## src/rtl/spi_bridge_pkg.sv

```systemverilog
// Shared types and constants for the SPI-to-pixel bridge.
package spi_bridge_pkg;

  localparam int unsigned DEF_WORD_SIZE = 8;
  localparam int unsigned PIX_W         = 3 * DEF_WORD_SIZE;

  typedef enum logic [1:0] {
    WAIT_R,
    WAIT_G,
    WAIT_B
  } chan_state_t;

endpackage

```

## src/rtl/spi_pixel_bridge_fifo.sv

```systemverilog
// Show-ahead synchronous FIFO; a write while full succeeds only alongside a read.
module sync_fifo
  import spi_bridge_pkg::*;
#(
  parameter int unsigned WIDTH = PIX_W,
  parameter int unsigned DEPTH = 4
) (
  input  logic             clk_i,
  input  logic             nreset_i,
  input  logic             wr_en_i,
  input  logic [WIDTH-1:0] wr_data_i,
  input  logic             rd_en_i,
  output logic [WIDTH-1:0] rd_data_o,
  output logic             full_o,
  output logic             empty_o
);

  localparam int unsigned AW = $clog2(DEPTH);

  logic [WIDTH-1:0] mem [DEPTH];
  logic [AW-1:0]    wr_ptr;
  logic [AW-1:0]    rd_ptr;
  logic [AW:0]      count;
  logic             do_wr;
  logic             do_rd;

  assign full_o    = (count == (AW+1)'(DEPTH));
  assign empty_o   = (count == '0);
  assign do_rd     = rd_en_i && !empty_o;
  assign do_wr     = wr_en_i && (!full_o || do_rd);
  assign rd_data_o = empty_o ? '0 : mem[rd_ptr];

  always_ff @(posedge clk_i) begin
    if (do_wr) mem[wr_ptr] <= wr_data_i;
  end

  always_ff @(posedge clk_i) begin
    if (!nreset_i) begin
      wr_ptr <= '0;
      rd_ptr <= '0;
      count  <= '0;
    end else begin
      if (do_wr) wr_ptr <= wr_ptr + 1'b1;
      if (do_rd) rd_ptr <= rd_ptr + 1'b1;
      case ({do_wr, do_rd})
        2'b10:   count <= count + 1'b1;
        2'b01:   count <= count - 1'b1;
        default: count <= count;
      endcase
    end
  end

endmodule

```

## src/rtl/spi_pixel_bridge.sv

```systemverilog
// Synchronizes SPI word strobes into clk, packs R/G/B words into pixels and buffers them.
module spi_pixel_bridge
  import spi_bridge_pkg::*;
#(
  parameter int unsigned WORD_SIZE   = DEF_WORD_SIZE,
  parameter int unsigned FIFO_DEPTH  = 4,
  parameter int unsigned SYNC_STAGES = 2
) (
  input  logic                   clk_i,
  input  logic                   nreset_i,
  input  logic                   cs_i,
  input  logic                   rxtx_done_i,
  input  logic [WORD_SIZE-1:0]   data_rx_i,
  output logic [3*WORD_SIZE-1:0] pixel_o,
  output logic                   pixel_valid_o,
  input  logic                   pixel_ready_i,
  input  logic [WORD_SIZE-1:0]   tx_data_i,
  input  logic                   tx_load_i,
  output logic [WORD_SIZE-1:0]   data_tx_o,
  output logic                   frame_active_o,
  output logic                   overflow_o
);

  localparam int unsigned PW = 3 * WORD_SIZE;

  logic [SYNC_STAGES-1:0] done_sync;
  logic [SYNC_STAGES-1:0] cs_sync;
  logic                   done_prev;
  logic                   cs_prev;
  logic                   done_s;
  logic                   cs_s;
  logic                   done_pulse;
  logic                   frame_end;
  logic                   accept;

  chan_state_t            state;
  chan_state_t            state_nx;
  logic                   r_load;
  logic                   g_load;
  logic                   push;
  logic                   pop;
  logic                   fifo_full;
  logic                   fifo_empty;
  logic [WORD_SIZE-1:0]   r_q;
  logic [WORD_SIZE-1:0]   g_q;
  logic [WORD_SIZE-1:0]   tx_q;
  logic                   overflow_q;

  // cs chain resets high so the frame reads as inactive straight out of reset
  always_ff @(posedge clk_i) begin
    if (!nreset_i) begin
      done_sync <= '0;
      cs_sync   <= '1;
      done_prev <= 1'b0;
      cs_prev   <= 1'b1;
    end else begin
      done_sync <= {done_sync[SYNC_STAGES-2:0], rxtx_done_i};
      cs_sync   <= {cs_sync[SYNC_STAGES-2:0], cs_i};
      done_prev <= done_s;
      cs_prev   <= cs_s;
    end
  end

  assign done_s     = done_sync[SYNC_STAGES-1];
  assign cs_s       = cs_sync[SYNC_STAGES-1];
  assign done_pulse = done_s && !done_prev;
  assign frame_end  = cs_s && !cs_prev;
  // frame end implies cs_s high, so a coincident word is already rejected here
  assign accept     = done_pulse && !cs_s;

  always_ff @(posedge clk_i) begin
    if (!nreset_i) state <= WAIT_R;
    else           state <= state_nx;
  end

  always_comb begin
    state_nx = state;
    if (frame_end) begin
      state_nx = WAIT_R;
    end else if (accept) begin
      case (state)
        WAIT_R:  state_nx = WAIT_G;
        WAIT_G:  state_nx = WAIT_B;
        default: state_nx = WAIT_R;
      endcase
    end
  end

  always_comb begin
    r_load = 1'b0;
    g_load = 1'b0;
    push   = 1'b0;
    if (accept) begin
      case (state)
        WAIT_R:  r_load = 1'b1;
        WAIT_G:  g_load = 1'b1;
        WAIT_B:  push   = 1'b1;
        default: ;
      endcase
    end
  end

  always_ff @(posedge clk_i) begin
    if (!nreset_i) begin
      r_q        <= '0;
      g_q        <= '0;
      tx_q       <= '0;
      overflow_q <= 1'b0;
    end else begin
      if (r_load)    r_q  <= data_rx_i;
      if (g_load)    g_q  <= data_rx_i;
      if (tx_load_i) tx_q <= tx_data_i;
      if (push && fifo_full && !pop) overflow_q <= 1'b1;
    end
  end

  assign pop = !fifo_empty && pixel_ready_i;

  sync_fifo #(
    .WIDTH (PW),
    .DEPTH (FIFO_DEPTH)
  ) u_fifo (
    .clk_i     (clk_i),
    .nreset_i  (nreset_i),
    .wr_en_i   (push),
    .wr_data_i ({r_q, g_q, data_rx_i}),
    .rd_en_i   (pixel_ready_i),
    .rd_data_o (pixel_o),
    .full_o    (fifo_full),
    .empty_o   (fifo_empty)
  );

  assign pixel_valid_o  = !fifo_empty;
  assign data_tx_o      = tx_q;
  assign frame_active_o = !cs_s;
  assign overflow_o     = overflow_q;

endmodule

```

## config.mk

```make
export PLATFORM = sky130hd
export DESIGN_NAME = spi_pixel_bridge
export DESIGN_NICKNAME = d
export VERILOG_FILES = /design/src/rtl/spi_bridge_pkg.sv /design/src/rtl/spi_pixel_bridge_fifo.sv /design/src/rtl/spi_pixel_bridge.sv
export SDC_FILE = /design/constraint.sdc
export NUM_CORES = 1
export LEC_CHECK = 0
export CAP_MARGIN = 0
export CORE_ASPECT_RATIO = 0.75
export CORE_MARGIN = 2
export CORE_UTILIZATION = 53
export CTS_BUF_LIST = sky130_fd_sc_hd__clkbuf_2
export CTS_CLUSTER_SIZE = 28
export DETAILED_ROUTE_END_ITERATION = 6
export GPL_TIMING_DRIVEN = 0
export PLACE_DENSITY = 0.78
export SLEW_MARGIN = 0
export SYNTH_ARGS = -nofsm -noshare
export SYNTH_HDL_FRONTEND = slang
export SYNTH_HIERARCHICAL = 1
export SYNTH_SLANG_ARGS = --single-unit
```

## constraint.sdc

```tcl
create_clock -name clk_i -period 2.86 [get_ports clk_i]
set_clock_uncertainty 0.1 [all_clocks]
set_input_delay 0.429 -clock clk_i [delete_from_list [all_inputs] [get_ports clk_i]]
set_output_delay 0.429 -clock clk_i [all_outputs]
set_load 0.01 [all_outputs]
```

# == Word level (Yosys, flattened, before mapping) ==
# Memories as Yosys holds them, arrays and structs flattened. A register that Yosys moved wholly into a read port is not among the register bits.
# Cells that the tools add are included.
# W data, S select, Z words.
# op_classes
n_mux,13
n_reduce_logical,18
n_eq_ne,5
n_bitwise,1
addsub,4
# op_table
op,count
$mux W24,1
$mux W1,8
$logic_and A1 B1 Y1,7
$logic_not A1 Y1,6
$pmux W3 S2,1
$add A2 B1 Y2 const B,2
$eq A2 B1 Y1 const B,2
$eq A2 B2 Y1 const B,2
$mux W2,2
$pmux W2 S2,1
$add A3 B1 Y3 const B,1
$eq A3 B3 Y1 const B,1
$logic_not A3 Y1,1
$sub A3 B1 Y3 const B,1
$logic_not A2 Y1,1
$reduce_bool A2 Y1,1
$reduce_or A2 Y1,1
$logic_or A1 B1 Y1,1
$not A1 Y1,1
# totals
wordCells,54
reg_bits,40
ramBits,96
out_inout_bits,35
memories,1
input_bits,22
# mem_list
memory,depth,word_bits,read_ports,rd_clocked_by_memory_dff,wr,line,text
u_fifo.mem,4,24,1,1,1,spi_pixel_bridge_fifo.sv:20,logic [WIDTH-1:0] mem [DEPTH];

# == Logic depth before layout (Yosys ltp) ==
# logic_depth
depth_word,7
ltp_mapped,11
ltp_nobuf,9

# == Cells and area by module ==
# The synthesis kept the hierarchy.
# modules_own_cells
module,cells_each,seq_area_each_um2,area_each_um2,n_inst
sync_fifo,220,3062.9,4244.1,1
spi_pixel_bridge,118,660.6,1218.7,1

# == Worst setup path after synthesis ==
# No wires, ideal clock.
# synth_timing
path_type,flip-flop to flip-flop
start,register cs_sync[1]
end,"memory u_fifo/mem[0][0] in the netlist's numbering, enable pin"
n_path_buf,2
t_required_ps,2377
t_arrival_ps,2179
synth_period_minus_slack_ps,2662
path_slack_ps,198
path_stages_with_launch,9
cell_sequence,dfxtp_1 or3b_1 buf_2 nor2_1 and2_1 buf_2 inv_1 a31oi_2 and2_1
# synth_between
elab_chain_len,6
# synth_rtl
item,line,text
from (decl),spi_pixel_bridge.sv:27,logic [SYNC_STAGES-1:0] cs_sync;
from (signal assigned),spi_pixel_bridge.sv:58,"cs_sync <= {cs_sync[SYNC_STAGES-2:0], cs_i};"
$logic_not A1 Y1,spi_pixel_bridge.sv:69,assign accept = done_pulse && !cs_s;
$logic_and A1 B1 Y1,spi_pixel_bridge.sv:69,
$mux W1,spi_pixel_bridge.sv:93,if (accept) begin
named net push,spi_pixel_bridge.sv:40,logic push;
$logic_and A1 B1 Y1,spi_pixel_bridge_fifo.sv:30,assign do_wr = wr_en_i && (!full_o || do_rd);
$mux W1,spi_pixel_bridge_fifo.sv:34,if (do_wr) mem[wr_ptr] <= wr_data_i;
$mux W1 (not written as such),spi_pixel_bridge_fifo.sv:34,
to (decl),spi_pixel_bridge_fifo.sv:20,
# The timed path passes the listed nets, and every way through them passes these cells.

==> flow_metrics.env <==
export IMPL_status="finished clean"
export IMPL_cp_data_arrival_time_ps=2220
export IMPL_grt_pass1_vias=3079
export IMPL_path_clk_slew_ps=210
export IMPL_ys_seq_area_share_pct=68.2
export IMPL_area_delta_synth_final_pct=21.9
export IMPL_synth_edf_count=96
export IMPL_clk_latency_ps=650
export IMPL_cp_required_ps=2330
export IMPL_grt_max_degree=25
export IMPL_diodes=0
export IMPL_synth_warnings=6
export IMPL_cts_tree="built"
export IMPL_cts_root_buf="clkbuf_2"
export IMPL_num_rows=32
export IMPL_rr_worst_depth=8
export IMPL_crit_type="register to output port"
export IMPL_synthFlopType="edfxtp_1"
export IMPL_drtPass1Iterations=4
export IMPL_ys_types=44
export IMPL_drv_slew=0
export IMPL_drc=0
export IMPL_drt_total_wl_mm=10.1
export IMPL_r2r_start="done_sync[1]"
export IMPL_slew_headroom_pct=59.4
export IMPL_clkSinkCount=138
export IMPL_slowest_stage="mux4_2"
export IMPL_maxCapViolations=0
export IMPL_setup_viol=0
export IMPL_grt_pass1_wl_mm=15.6
export IMPL_port_buffers=55
export IMPL_hold_ws_ps=200
export IMPL_crit_chain="buf_12, buf_12, buf_4, mux4_2, nor2b_1, clkbuf_2"
export IMPL_synth_top_area_cell="edfxtp_1"
export IMPL_drt_initial_drc_count=318
export IMPL_timing_final_crit_share_pct=96.2
export IMPL_clockBufferDepth=2
export IMPL_worst_path_most_repeated_cell="buf_12"
export IMPL_drt_vias_per_instance=5.30
export IMPL_vias=3020
export IMPL_routedWlPerCell_um=17.7
export IMPL_netlist_instances=338
export IMPL_crit_path_end="pixel_o[7]"
export IMPL_max_freq_mhz=363
export IMPL_hpwlAfterDp_mm=6.14
export IMPL_ant_nets=0
export IMPL_r2r_end="u_fifo/mem[0][10]"
export IMPL_synth_top_area_share_pct=52.8
export IMPL_period_minus_slack_ps=2750
export IMPL_boundaryPins=57
export IMPL_grt_util_all_layers_pct=19.0
export IMPL_power_density_nw_per_um2=571
export IMPL_die_h_um=91.9
export IMPL_htree_levels=4
export IMPL_numCtsBuffers=17
export IMPL_hold_buffers=0
export IMPL_gr_total_overflow=0
export IMPL_p_leak_nw=2.36
export IMPL_finalHoldViolCount=0
export IMPL_die_area_um2=11100
export IMPL_worstMarginPinSlew_ps=608
export IMPL_final_setup_tns_ps=0
export IMPL_nNetsFinal=448
export IMPL_place_ws_ps=-415
export IMPL_start_kind="register"
export IMPL_fp_dieW_um=121
export IMPL_peakVddDrop_uv=338
export IMPL_gp_congestion=0.724
export IMPL_async_reset_ff_share_pct=0
export IMPL_setup_ws_ps=108
export IMPL_syn_area_um2=5460
export IMPL_ys_ff_latch=138
export IMPL_cp_end_kind="output port"
export IMPL_critical_path_max_fanout=8
export IMPL_antenna_found_initial=0
export IMPL_hold_class="input port to register"
export IMPL_syn_area_per_cell_um2=16.2
export IMPL_core_area_um2=10200
export IMPL_critPathMaxStageDelay_ps=490
export IMPL_ys_top_cells_by_area="edfxtp_1 53%, dfxtp_1 15%, mux4_2 9.9%"
export IMPL_synth_nets=365
export IMPL_initial_utilization_pct=53.7
export IMPL_drive_gt1_share_pct=22.6
export IMPL_r2r_slack_ps=170
export IMPL_rsz0062_at_grt="yes"
==> worst min path at each step <==
stage	from	endpoint	slack, ps	cells past startpoint
final	tx_load_i	data_tx_o[1]	200	3
after floorplan	cs_sync[0]	cs_sync[1]	290	1
after global routing	cs_i	cs_sync[0]	140	2
after CTS	cs_i	cs_sync[0]	150	2
after global placement	cs_sync[0]	cs_sync[1]	290	1
after detailed placement	cs_sync[0]	cs_sync[1]	310	1
==> sequential cells by signal, indices dropped and copies added, names as in the netlist, named ones only <==
register / cells
state: 2
overflow_o: 1
done_sync: 2
u_fifo/mem: 96
r_q: 8
u_fifo/wr_ptr: 2
cs_prev: 1
cs_sync: 2
done_prev: 1
g_q: 8
u_fifo/rd_ptr: 2
u_fifo/count: 3
data_tx_o: 8
==> synth_stat cells (2+ instances only) <==
master    instances
o211ai_1          2
nor2b_4           2
clkbuf_1          5
nor2b_1          30
edfxtp_1         96
and2_1            9
dfxtp_1          42
ha_1              4
xor2_1            3
nand2_1          31
mux2i_1          26
buf_12            2
buf_2            10
nor2_1            6
a21oi_1           3
inv_1            10
nand3_1           2
nand2b_1          5
mux4_2           24
nor3_4            2
==> what timing repair did <==
action                     CTS  global route
pin swaps                    1             0
buffers inserted             4             4
resized for setup           43            27
cloned                       0             1
setup endpoints to repair  121            24
==> stage by stage <==
step	area (um2)	utilization (%)	instances	total power [W]
final	6660	65.5	570	0.00380
after global placement	6180	60.8	529	0.00227
after detailed placement	6180	60.8	529	0.00228
after CTS	6560	64.5	565	0.00382
after floorplan	5460	-	338	0.00221
after global routing	6660	65.5	570	0.00393
==> layout by cell type (no fill, tap or decap), drive strengths merged, types with 3 or more instances in the layout <==
master and count:
a21oi 3, and2 10, buf 25, bufinv 7
clkbuf 26, clkdlybuf4s15 15, clkdlybuf4s50 31, clkinv 4
dfxtp 42, dlymetal6s2s 3, edfxtp 96, ha 4
inv 12, mux2i 26, mux4 24, nand2 31
nand2b 5, nor2 6, nor2b 32, xor2 3
==> layout make-up <==
class / count / area [um2]
Clock buffer: 18 / 90.1
Multi-Input combinational cell: 170 / 1590
Tap cell: 136 / 170
Clock inverter: 14 / 267
Sequential cell: 138 / 3720
Fill cell: 757 / 3510
Inverter: 10 / 37.5
Timing Repair Buffer: 64 / 634
Buffer: 20 / 149
==> power by group <==
group	leakage (nW)	total (W)	switching (W)	internal, W
registers	1.22	0.00213	0.00000599	0.00213
clock network	0.199	0.00157	0.000720	0.000848
logic	0.941	0.0000996	0.0000470	0.0000527
total	2.36	0.00380	0.000773	0.00303
==> routing by layer <==
metal / track usage [%] / routed length, um
met1: 24.6 / 4490
met2: 29.9 / 4890
met3: 6.53 / 614
met4: 7.09 / 121
met5: 0 / 0
==> logic make-up after synthesis <==
logic type / Yosys count / synth area share (%)
xor gates and xnor gates: 4 / 0.641
buffers and inverters: 30 / 3.12
and+or+nand+nor: 95 / 9.92
muxes: 50 / 14.7
AOI/OAI and AO/OA: 16 / 2.22
adders and majority gates: 5 / 1.28
DFF: 138 / 68.2
==> critical path, delay by kind of cell, from the launching register on <==
family / cells / cell delay, ps
buf+inv: 4 / 550
flops: 1 / 390
mux: 1 / 490
simple gates: 1 / 160
Power figures use the tool's default switching activity.
